==> src/rtl/plp_pkg.sv <==
// plp_pkg -- constants and helpers shared by the interrupt controller.
//
// Holds the register word offsets (decoded from daddr[4:2]), the bit
// positions of the drw bus command, the default register window base and
// a lowest-set-bit helper used by the optional priority VECTOR register.
package plp_pkg;

    // Default byte base address of the interrupt controller window.
    localparam logic [31:0] INTC_BASE_DEFAULT = 32'hf070_0000;

    // Maximum number of interrupt sources supported by the register layout.
    localparam int INTC_MAX_SRC = 16;

    // Word offsets as seen on daddr[4:2].
    localparam logic [2:0] REG_MASK    = 3'd0;  // 0x00
    localparam logic [2:0] REG_STATUS  = 3'd1;  // 0x04
    localparam logic [2:0] REG_PENDING = 3'd2;  // 0x08
    localparam logic [2:0] REG_CTRL    = 3'd3;  // 0x0C
    localparam logic [2:0] REG_VECTOR  = 3'd4;  // 0x10

    // drw command bit positions.
    localparam int DRW_WR_BIT = 0;
    localparam int DRW_RD_BIT = 1;

    // Returns {valid, index} of the lowest-numbered set bit of vec.
    // valid is 0 (and index 0) when no bit is set.
    function automatic logic [4:0] lowest_pending(input logic [INTC_MAX_SRC-1:0] vec);
        logic [4:0] result;
        result = 5'd0;
        // Scan from the top down so the lowest set bit is the last to write.
        for (int i = INTC_MAX_SRC - 1; i >= 0; i--) begin
            if (vec[i]) begin
                result = {1'b1, 4'(i)};
            end
        end
        return result;
    endfunction

endpackage

==> src/rtl/intc_edge_sync.sv <==
// intc_edge_sync -- two-flop synchronizer followed by a rising-edge detector
// for one asynchronous interrupt request line.
//
// Ports:
//   clk       in   clock
//   rst       in   asynchronous active-high reset, clears all three flops
//   async_in  in   raw asynchronous request line
//   rise      out  one-cycle pulse (combinational from flops) when the
//                  synchronized line goes 0 -> 1; the owner of the status
//                  bit samples it on the same edge that updates prev_q
module intc_edge_sync (
    input  logic clk,
    input  logic rst,
    input  logic async_in,
    output logic rise
);

    logic sync1_q, sync1_d;
    logic sync2_q, sync2_d;
    logic prev_q,  prev_d;

    always_comb begin
        sync1_d = async_in;
        sync2_d = sync1_q;
        prev_d  = sync2_q;
    end

    always_ff @(posedge clk or posedge rst) begin
        if (rst) begin
            sync1_q <= 1'b0;
            sync2_q <= 1'b0;
            prev_q  <= 1'b0;
        end else begin
            sync1_q <= sync1_d;
            sync2_q <= sync2_d;
            prev_q  <= prev_d;
        end
    end

    assign rise = sync2_q & ~prev_q;

endmodule

==> src/rtl/mod_interrupt_ctrl.sv <==
// mod_interrupt_ctrl -- memory-mapped interrupt controller.
//
// Register window (word offset from daddr[4:2]):
//   0x00 MASK     RW   per-source enable
//   0x04 STATUS   R/W1C latched rising edges of the synchronized sources
//   0x08 PENDING  R    STATUS & MASK
//   0x0C CTRL     RW   bit0 = GIE (global interrupt enable)
//   0x10 VECTOR   R    {valid, 27'b0, index of lowest PENDING bit} when
//                      built with INTC_PRIORITY_EN, otherwise reads 0
//   others             read 0, writes ignored
//
// Configuration macro: INTC_PRIORITY_EN enables the registered VECTOR
// register; without it no priority logic is built.
//
// Ports:
//   clk      in   clock
//   rst      in   asynchronous active-high reset
//   de       in   data bus select
//   daddr    in   byte address (only [4:2] decoded; the arbiter qualifies BASE)
//   drw      in   bus command, bit0 = write, bit1 = read
//   din      in   write data
//   dout     out  combinational read data, 0 when not reading
//   irq_src  in   raw asynchronous interrupt lines
//   int_ack  in   interrupt entry pulse, clears GIE
//   int_req  out  registered interrupt request to the CPU ("int" itself is a
//                 SystemVerilog keyword, so the port carries this name)
module mod_interrupt_ctrl
    import plp_pkg::*;
#(
    parameter int          NSRC = 8,
    parameter logic [31:0] BASE = INTC_BASE_DEFAULT
) (
    input  logic            clk,
    input  logic            rst,
    input  logic            de,
    input  logic [31:0]     daddr,
    input  logic [1:0]      drw,
    input  logic [31:0]     din,
    output logic [31:0]     dout,
    input  logic [NSRC-1:0] irq_src,
    input  logic            int_ack,
    output logic            int_req
);

    logic [NSRC-1:0] mask_q,   mask_d;
    logic [NSRC-1:0] status_q, status_d;
    logic            gie_q,    gie_d;
    logic            int_q,    int_d;

    logic [NSRC-1:0]         rise_vec;
    logic [INTC_MAX_SRC-1:0] pending_ext;
    logic [31:0]             vector_rd;
    logic [31:0]             rdata;
    logic [2:0]              sel;
    logic                    wr_en;
    logic                    rd_en;

    // The window base is matched by the arbiter through de, so only the
    // word-offset bits of the address matter here.
    logic unused_bits;
    assign unused_bits = ^{BASE, daddr[31:5], daddr[1:0], din[31:NSRC]};

    genvar gi;
    generate
        for (gi = 0; gi < NSRC; gi++) begin : g_sync
            intc_edge_sync u_edge_sync (
                .clk      (clk),
                .rst      (rst),
                .async_in (irq_src[gi]),
                .rise     (rise_vec[gi])
            );
        end
    endgenerate

    assign sel   = daddr[4:2];
    assign wr_en = de & drw[DRW_WR_BIT];
    assign rd_en = de & drw[DRW_RD_BIT];

    always_comb begin
        pending_ext           = '0;
        pending_ext[NSRC-1:0] = status_q & mask_q;
    end

    // Register next-state logic.
    always_comb begin
        mask_d   = mask_q;
        status_d = status_q;
        gie_d    = gie_q;

        if (wr_en && sel == REG_MASK) begin
            mask_d = din[NSRC-1:0];
        end

        // W1C clear first, then OR in new edges so a coincident edge wins.
        if (wr_en && sel == REG_STATUS) begin
            status_d = status_q & ~din[NSRC-1:0];
        end
        status_d = status_d | rise_vec;

        // A CTRL write takes precedence over the acknowledge clearing GIE.
        if (wr_en && sel == REG_CTRL) begin
            gie_d = din[0];
        end else if (int_ack) begin
            gie_d = 1'b0;
        end

        int_d = gie_q & (|(status_q & mask_q));
    end

`ifdef INTC_PRIORITY_EN
    logic [31:0] vector_q, vector_d;
    logic [4:0]  lowest;

    always_comb begin
        lowest   = lowest_pending(pending_ext);
        vector_d = {lowest[4], 27'd0, lowest[3:0]};
    end

    always_ff @(posedge clk or posedge rst) begin
        if (rst) begin
            vector_q <= '0;
        end else begin
            vector_q <= vector_d;
        end
    end

    assign vector_rd = vector_q;
`else
    assign vector_rd = '0;
`endif

    always_ff @(posedge clk or posedge rst) begin
        if (rst) begin
            mask_q   <= '0;
            status_q <= '0;
            gie_q    <= 1'b0;
            int_q    <= 1'b0;
        end else begin
            mask_q   <= mask_d;
            status_q <= status_d;
            gie_q    <= gie_d;
            int_q    <= int_d;
        end
    end

    // Read mux: shows current (pre-write) register contents.
    always_comb begin
        rdata = '0;
        case (sel)
            REG_MASK:    rdata[NSRC-1:0] = mask_q;
            REG_STATUS:  rdata[NSRC-1:0] = status_q;
            REG_PENDING: rdata[INTC_MAX_SRC-1:0] = pending_ext;
            REG_CTRL:    rdata[0] = gie_q;
            REG_VECTOR:  rdata = vector_rd;
            default:     rdata = '0;
        endcase
    end

    assign dout    = rd_en ? rdata : 32'd0;
    assign int_req = int_q;

endmodule

==> config.mk <==
export PLATFORM = sky130hd
export DESIGN_NAME = mod_interrupt_ctrl
export DESIGN_NICKNAME = d
export VERILOG_FILES = /design/src/rtl/plp_pkg.sv /design/src/rtl/intc_edge_sync.sv /design/src/rtl/mod_interrupt_ctrl.sv
export SDC_FILE = /design/constraint.sdc
export NUM_CORES = 1
export LEC_CHECK = 0
export ABC_AREA = 0
export BUFFER_PORTS_ARGS = -buffer_cell sky130_fd_sc_hd__buf_2
export CORE_ASPECT_RATIO = 1.75
export CORE_MARGIN = 2
export CORE_UTILIZATION = 41
export CTS_BUF_LIST = sky130_fd_sc_hd__clkbuf_4 sky130_fd_sc_hd__clkbuf_8
export DETAILED_ROUTE_END_ITERATION = 6
export GPL_ROUTABILITY_DRIVEN = 0
export PLACE_DENSITY = 0.78
export SLEW_MARGIN = 25
export SYNTH_ARGS = -nofsm -noshare
export SYNTH_HDL_FRONTEND = slang
export SYNTH_HIERARCHICAL = 1
export SYNTH_SLANG_ARGS = --single-unit
==> constraint.sdc <==
create_clock -name clk -period 1 [get_ports clk]
set_input_delay 0.2 -clock clk [delete_from_list [all_inputs] [get_ports clk]]
set_output_delay 0.2 -clock clk [all_outputs]
set_load 0.02 [all_outputs]
Word level (Yosys, flattened, before mapping)
Index checks and enable logic that the tools add are counted.

word-level totals
  flip-flop bits (word level) = 42
  latch bits = 0
  RAM bits = 0
  bits in read-only memories = 0
  input port bits = 78
  output and inout port bits = 33
  memories = 0

operators by class
  $add $sub $neg = 0
  multipliers = 0
  div/mod/pow operators = 0
  order comparisons = 0
  equal/unequal tests = 3
  shift operators = 0
  muxes and demuxes = 6
  bitwise logic cells = 23
  reduce and logical (&&, ||, !) cells = 6

operator list
  kind                                                                    number
  7-bit case mux with 3 select lines                                      1
  8-bit bitwise AND                                                       2
  8-bit 2-to-1 mux                                                        2
  1-bit bitwise AND                                                       11
  1-bit inverter                                                          8
  8-bit inverter                                                          1
  8-bit bitwise OR                                                        1
  8-bit OR reduction                                                      1
  3-bit by 2-bit equality test with 1-bit output (second input constant)  2
  1-bit case mux with 4 select lines                                      1
  3-bit by 1-bit equality test with 1-bit output (second input constant)  1
  1-bit logical AND                                                       3
  3-bit zero test                                                         1
  1-bit 2-to-1 mux                                                        2
  2-bit nonzero test                                                      1

Longest topological paths before layout
  word-level depth = 4
  depth in mapped cells = 5
  gate-level depth less buffers = 3

Modules after synthesis
The synthesis kept the hierarchy.

modules (own cells, without submodules)
  module              instances  cells each  area an instance (um^2)  seq. area each (um^2)
  mod_interrupt_ctrl  1          117         1194.9                   450.4
  intc_edge_sync      8          5           92.6                     75.1

Worst setup path before layout
Ideal clock, no wire load.

  path kind = input port to output port
  start = input daddr[2]
  end = output dout[6]
  data arrival time = 1026 ps
  path slack = -226 ps
  stages on the path = 5
  path buffers = 2
  cell sequence = buf_6 -> nor2b_4 -> buf_6 -> nand2_1 -> a21oi_1

on the way
  cells in the longest elaborated chain, start to end = 3
  elaborated cells between the ends (all ways) = 5
  those cells by class = 2 x eq/ne; 2 x mux; 1 x reduce/logical

ends and longest elaborated chain
  what                                                                    line                       text
  start, declared                                                         mod_interrupt_ctrl.sv:36   input logic [31:0] daddr,
  3-bit by 2-bit equality test with 1-bit output (tied with other cells)  mod_interrupt_ctrl.sv:149  case (sel)
  7-bit case mux with 3 select lines (*)                                  mod_interrupt_ctrl.sv:149
  8-bit 2-to-1 mux (*)                                                    mod_interrupt_ctrl.sv:159  assign dout = rd_en ? rdata : 32'd0;
  end, declared                                                           mod_interrupt_ctrl.sv:39   output logic [31:0] dout,

Mark *: on every way between the ends. The rest lies on a longest branch, timed or not.

Worst setup path after layout
  start = register status_q[0]
  end = output dout[0]

on the way
  cells in the longest elaborated chain, start to end = 3

ends and longest elaborated chain
  what                                    line                       text
  start, declared                         mod_interrupt_ctrl.sv:46   logic [NSRC-1:0] status_q, status_d;
  start signal, assigned                  mod_interrupt_ctrl.sv:140  status_q <= status_d;
  8-bit bitwise AND                       mod_interrupt_ctrl.sv:81   pending_ext[NSRC-1:0] = status_q & mask_q;
  1-bit case mux with 4 select lines (*)  mod_interrupt_ctrl.sv:149
  8-bit 2-to-1 mux (*)                    mod_interrupt_ctrl.sv:159

Marks and branches as above.

==> impl_results.md <==
- GRT Overall Usage: 0.1463
- Max cap viols: 0
- Longest Clk Path Bufs: 2
- First-pass GRT wire length: 5920 um
- Final hold violations: 0
- Count leader, synth: dfrtp_1
- DRC viols: 0
- Post-synthesis mux area share: 0.06206
- Clk_skew: 8.870 ps
- Number of I/O port buffers: 33
- Critical Path RT: 800 ps
- Worst hold path class: input pin to register
- CP arrival: 1310 ps
- IR drop worst, VDD: 0.0009831 V
- Post-Synth Simple-Gate Area: 0.1603
- Max Slew Vio Count: 0
- Root cell of the clock tree: clkbuf_8
- Fin crit share: 1.509
- Setup TNS: -3325 ps
- Initial core utilization: 0.4186
- Clock transition at path regs: 80 ps
- Via count: 1334
- Compound-Gate Fraction of Synth Area: 0.09761
- Post-synth top cells: dfrtp_1 (42), buf_4 (24), inv_1 (10), nor2b_4 (10)
- Largest family of logic cells by synthesized area: simple AND/OR/NAND/NOR gates
- Synth Flop Type: dfrtp_1
- CP startpoint: status_q[0]$_DFF_PP0_
- Antenna violations before repair: 0
- Final setup vio count: 10
- Routed WL: 3634 um
- Cells after Synth: 157
- Max incr delay on CP: 420 ps
- # clock sinks: 42
- Post-synth EDFFs: 0
- FILL cells: 383
- FMAX: 662.8 MHz
- CTS H-tree lvls: 2
- TritonRoute pass-1 iters: 4
- CP max stage cell: dfrtp_1
- Crit path launch type: register
- CTS tree: built
- Layout cell share with drive strength beyond 1: 0.4599
- Hpwl dp: 2624 um
- Ant. Diodes: 0
- Worst r2r dst: int_req$_DFF_PP0_
- #FFs+latches synth: 42
- Yosys top cell by area: dfrtp_1
- Area contributors post-synth: dfrtp_1 (54%), buf_4 (9.3%), nor2b_4 (7.1%)
- Die extent in x: 55.94 um
- Skew-Pair Late Insertion Delay: 300 ps
- CORE AREA: 0.004624 mm2
- Critical path endpoint category: primary output
- Mean routed wirelength per cell: 12.57 um
- Die height: 94.90 um
- Synth async-reset ratio: 1.000
- Final WS setup: -508.8 ps
- Final nets: 314
- Rows: 33
- Reg-to-Reg Start: status_q[6]$_DFF_PP0_
- LEAKAGE: 1.246 nW
- Reg2reg setup slack: -210 ps
- Post-Synth Adder-Cell Area: 0
- Vias in the first global route: 1322
- Distinct cells, synth: 26
- Sequential fraction of the synthesis area: 0.5430
- Worst r2r path cells: 4
- Post-synthesis xor/xnor area fraction: 0
- Power per Cell Area: 1545 mW/mm2
- Mapped Area: 0.001936 mm2
- Crit path cell chain: mux2i_2 > a2111oi_4 > buf_4
- Drt first-iter violations: 21
- Outcome: complete, but fails checks
- Post-DR vias/cell: 4.616
- Fin Hold WS: 8.400 ps
- Crit Path Max Fanout: 3
- RSZ-0062 raised after global routing: true
- Failing checks: negative setup slack
- Syn avg cell area: 12.33 um2
- Yosys warnings: 6
- Minimum clock period: 1509 ps
- Top-area cell type share of the netlist area: 0.5430
- I/O pin cnt: 111
- CTS buffer count: 5
- Synth-to-Final Area Change: 33.10%
- Crit Path Category: register to primary output
- Crit path to: dout[0]
- Antenna-violating nets left: 0
- Largest net degree at the start of global routing: 19
- Die area: 0.005308 mm2
- Total grt overflow: 0
==> sequential cells by signal (all words and copies together), names as in the netlist <==
register,count
g_sync.u_edge_sync/prev_d,8
gie_q,1
g_sync.u_edge_sync/prev_q,8
int_req,1
mask_q,8
g_sync.u_edge_sync/sync1_q,8
status_q,8
==> power by group <==
| group | internal [mW] | switching [mW] | total (mW) |
|---|---|---|---|
| clock network | 0.771 | 0.561 | 1.33 |
| registers | 1.84 | 0.0939 | 1.93 |
| logic | 0.373 | 0.344 | 0.717 |
| total | 2.98 | 0.999 | 3.98 |
==> routing by layer <==
layer,wire [um],part of all wire,GRT usage,vias to the layer above
met5,0,0,0,-
met4,115,0.032,0.08135,0
met3,216,0.059,0.02740,9
met2,2002,0.55,0.2758,58
met1,1300,0.36,0.1492,636
li1,-,-,-,631
==> how the worst min path moves through the flow <==
stage | from | end | depth (start not counted)
floorplan | rst | g_sync[0].u_edge_sync/prev_d$_DFF_PP0_ | 1
global placement | rst | g_sync[1].u_edge_sync/sync1_q$_DFF_PP0_ | 2
detailed placement | rst | g_sync[1].u_edge_sync/prev_d$_DFF_PP0_ | 2
CTS | irq_src[2] | g_sync[2].u_edge_sync/sync1_q$_DFF_PP0_ | 1
global route | irq_src[0] | g_sync[0].u_edge_sync/sync1_q$_DFF_PP0_ | 1
finish | irq_src[2] | g_sync[2].u_edge_sync/sync1_q$_DFF_PP0_ | 1
==> cells in the final DEF, fill, tap and decap left out, types with 2 or more instances in the layout <==
cell type,count
nand3_1,8
mux2i_1,2
nand2b_1,5
buf_6,4
dfrtp_1,42
nand3b_1,6
clkbuf_8,5
conb_1,24
o22a_1,2
buf_2,24
inv_1,10
nor2_1,3
nand2_1,7
dlygate4sd3_1,6
nor2b_4,10
a21oi_2,5
buf_4,43
mux2_2,8
a21o_1,8
==> cell families (layout without fill, tap and decap cells) <==
group | Yosys count | after routing
flip-flops | 42 | 42
AND/OR/NAND/NOR | 42 | 42
buffers and inverters | 39 | 96
AO/OA/AOI/OAI | 22 | 22
multiplexers | 11 | 11
other | 1 | 24
==> per-stage QoR <==
step | total power, mW | area, um2 | std cells | setup WS [ps] | util
floorplan | 2.414 | 2047 | 180 | -207.2 | -
global placement | 2.580 | 2261 | 262 | -281.4 | 0.4889
detailed placement | 2.604 | 2261 | 262 | -292.5 | 0.4889
CTS | 3.994 | 2516 | 283 | -521.3 | 0.5441
global route | 4.178 | 2576 | 289 | -589.2 | 0.5571
finish | 3.980 | 2576 | 289 | -508.8 | 0.5571
==> what timing repair did <==
action | 4_1_cts | 5_1_grt
hold buffers | 4 | 2
resized for setup | 12 | 2
setup endpoints to repair | 10 | 10
hold endpoints to repair | 36 | 2
pin swaps | 4 | 3
setup buffers | 9 | 4
cloned | 0 | 0
==> worst max-delay path, delay by kind of cell, from the launching register on <==
kind	cells	cell delay [ps]
muxes	1	110
AOI/OAI and AO/OA	1	290
DFF	1	420
buffers and inverters	1	190
==> layout make-up <==
| type | count | area, um2 | share of cell area |
|---|---|---|---|
| Clock inverter | 2 | 37.54 | 0.01457 |
| Sequential cell | 42 | 1051 | 0.4080 |
| Tap cell | 52 | 65.06 | 0.02525 |
| Clock buffer | 6 | 76.32 | 0.02963 |
| Multi-Input combinational cell | 99 | 740.7 | 0.2875 |
| Timing Repair Buffer | 78 | 568.0 | 0.2205 |
| Inverter | 10 | 37.54 | 0.01457 |
Note: power is estimated with default switching activity, not from simulation.
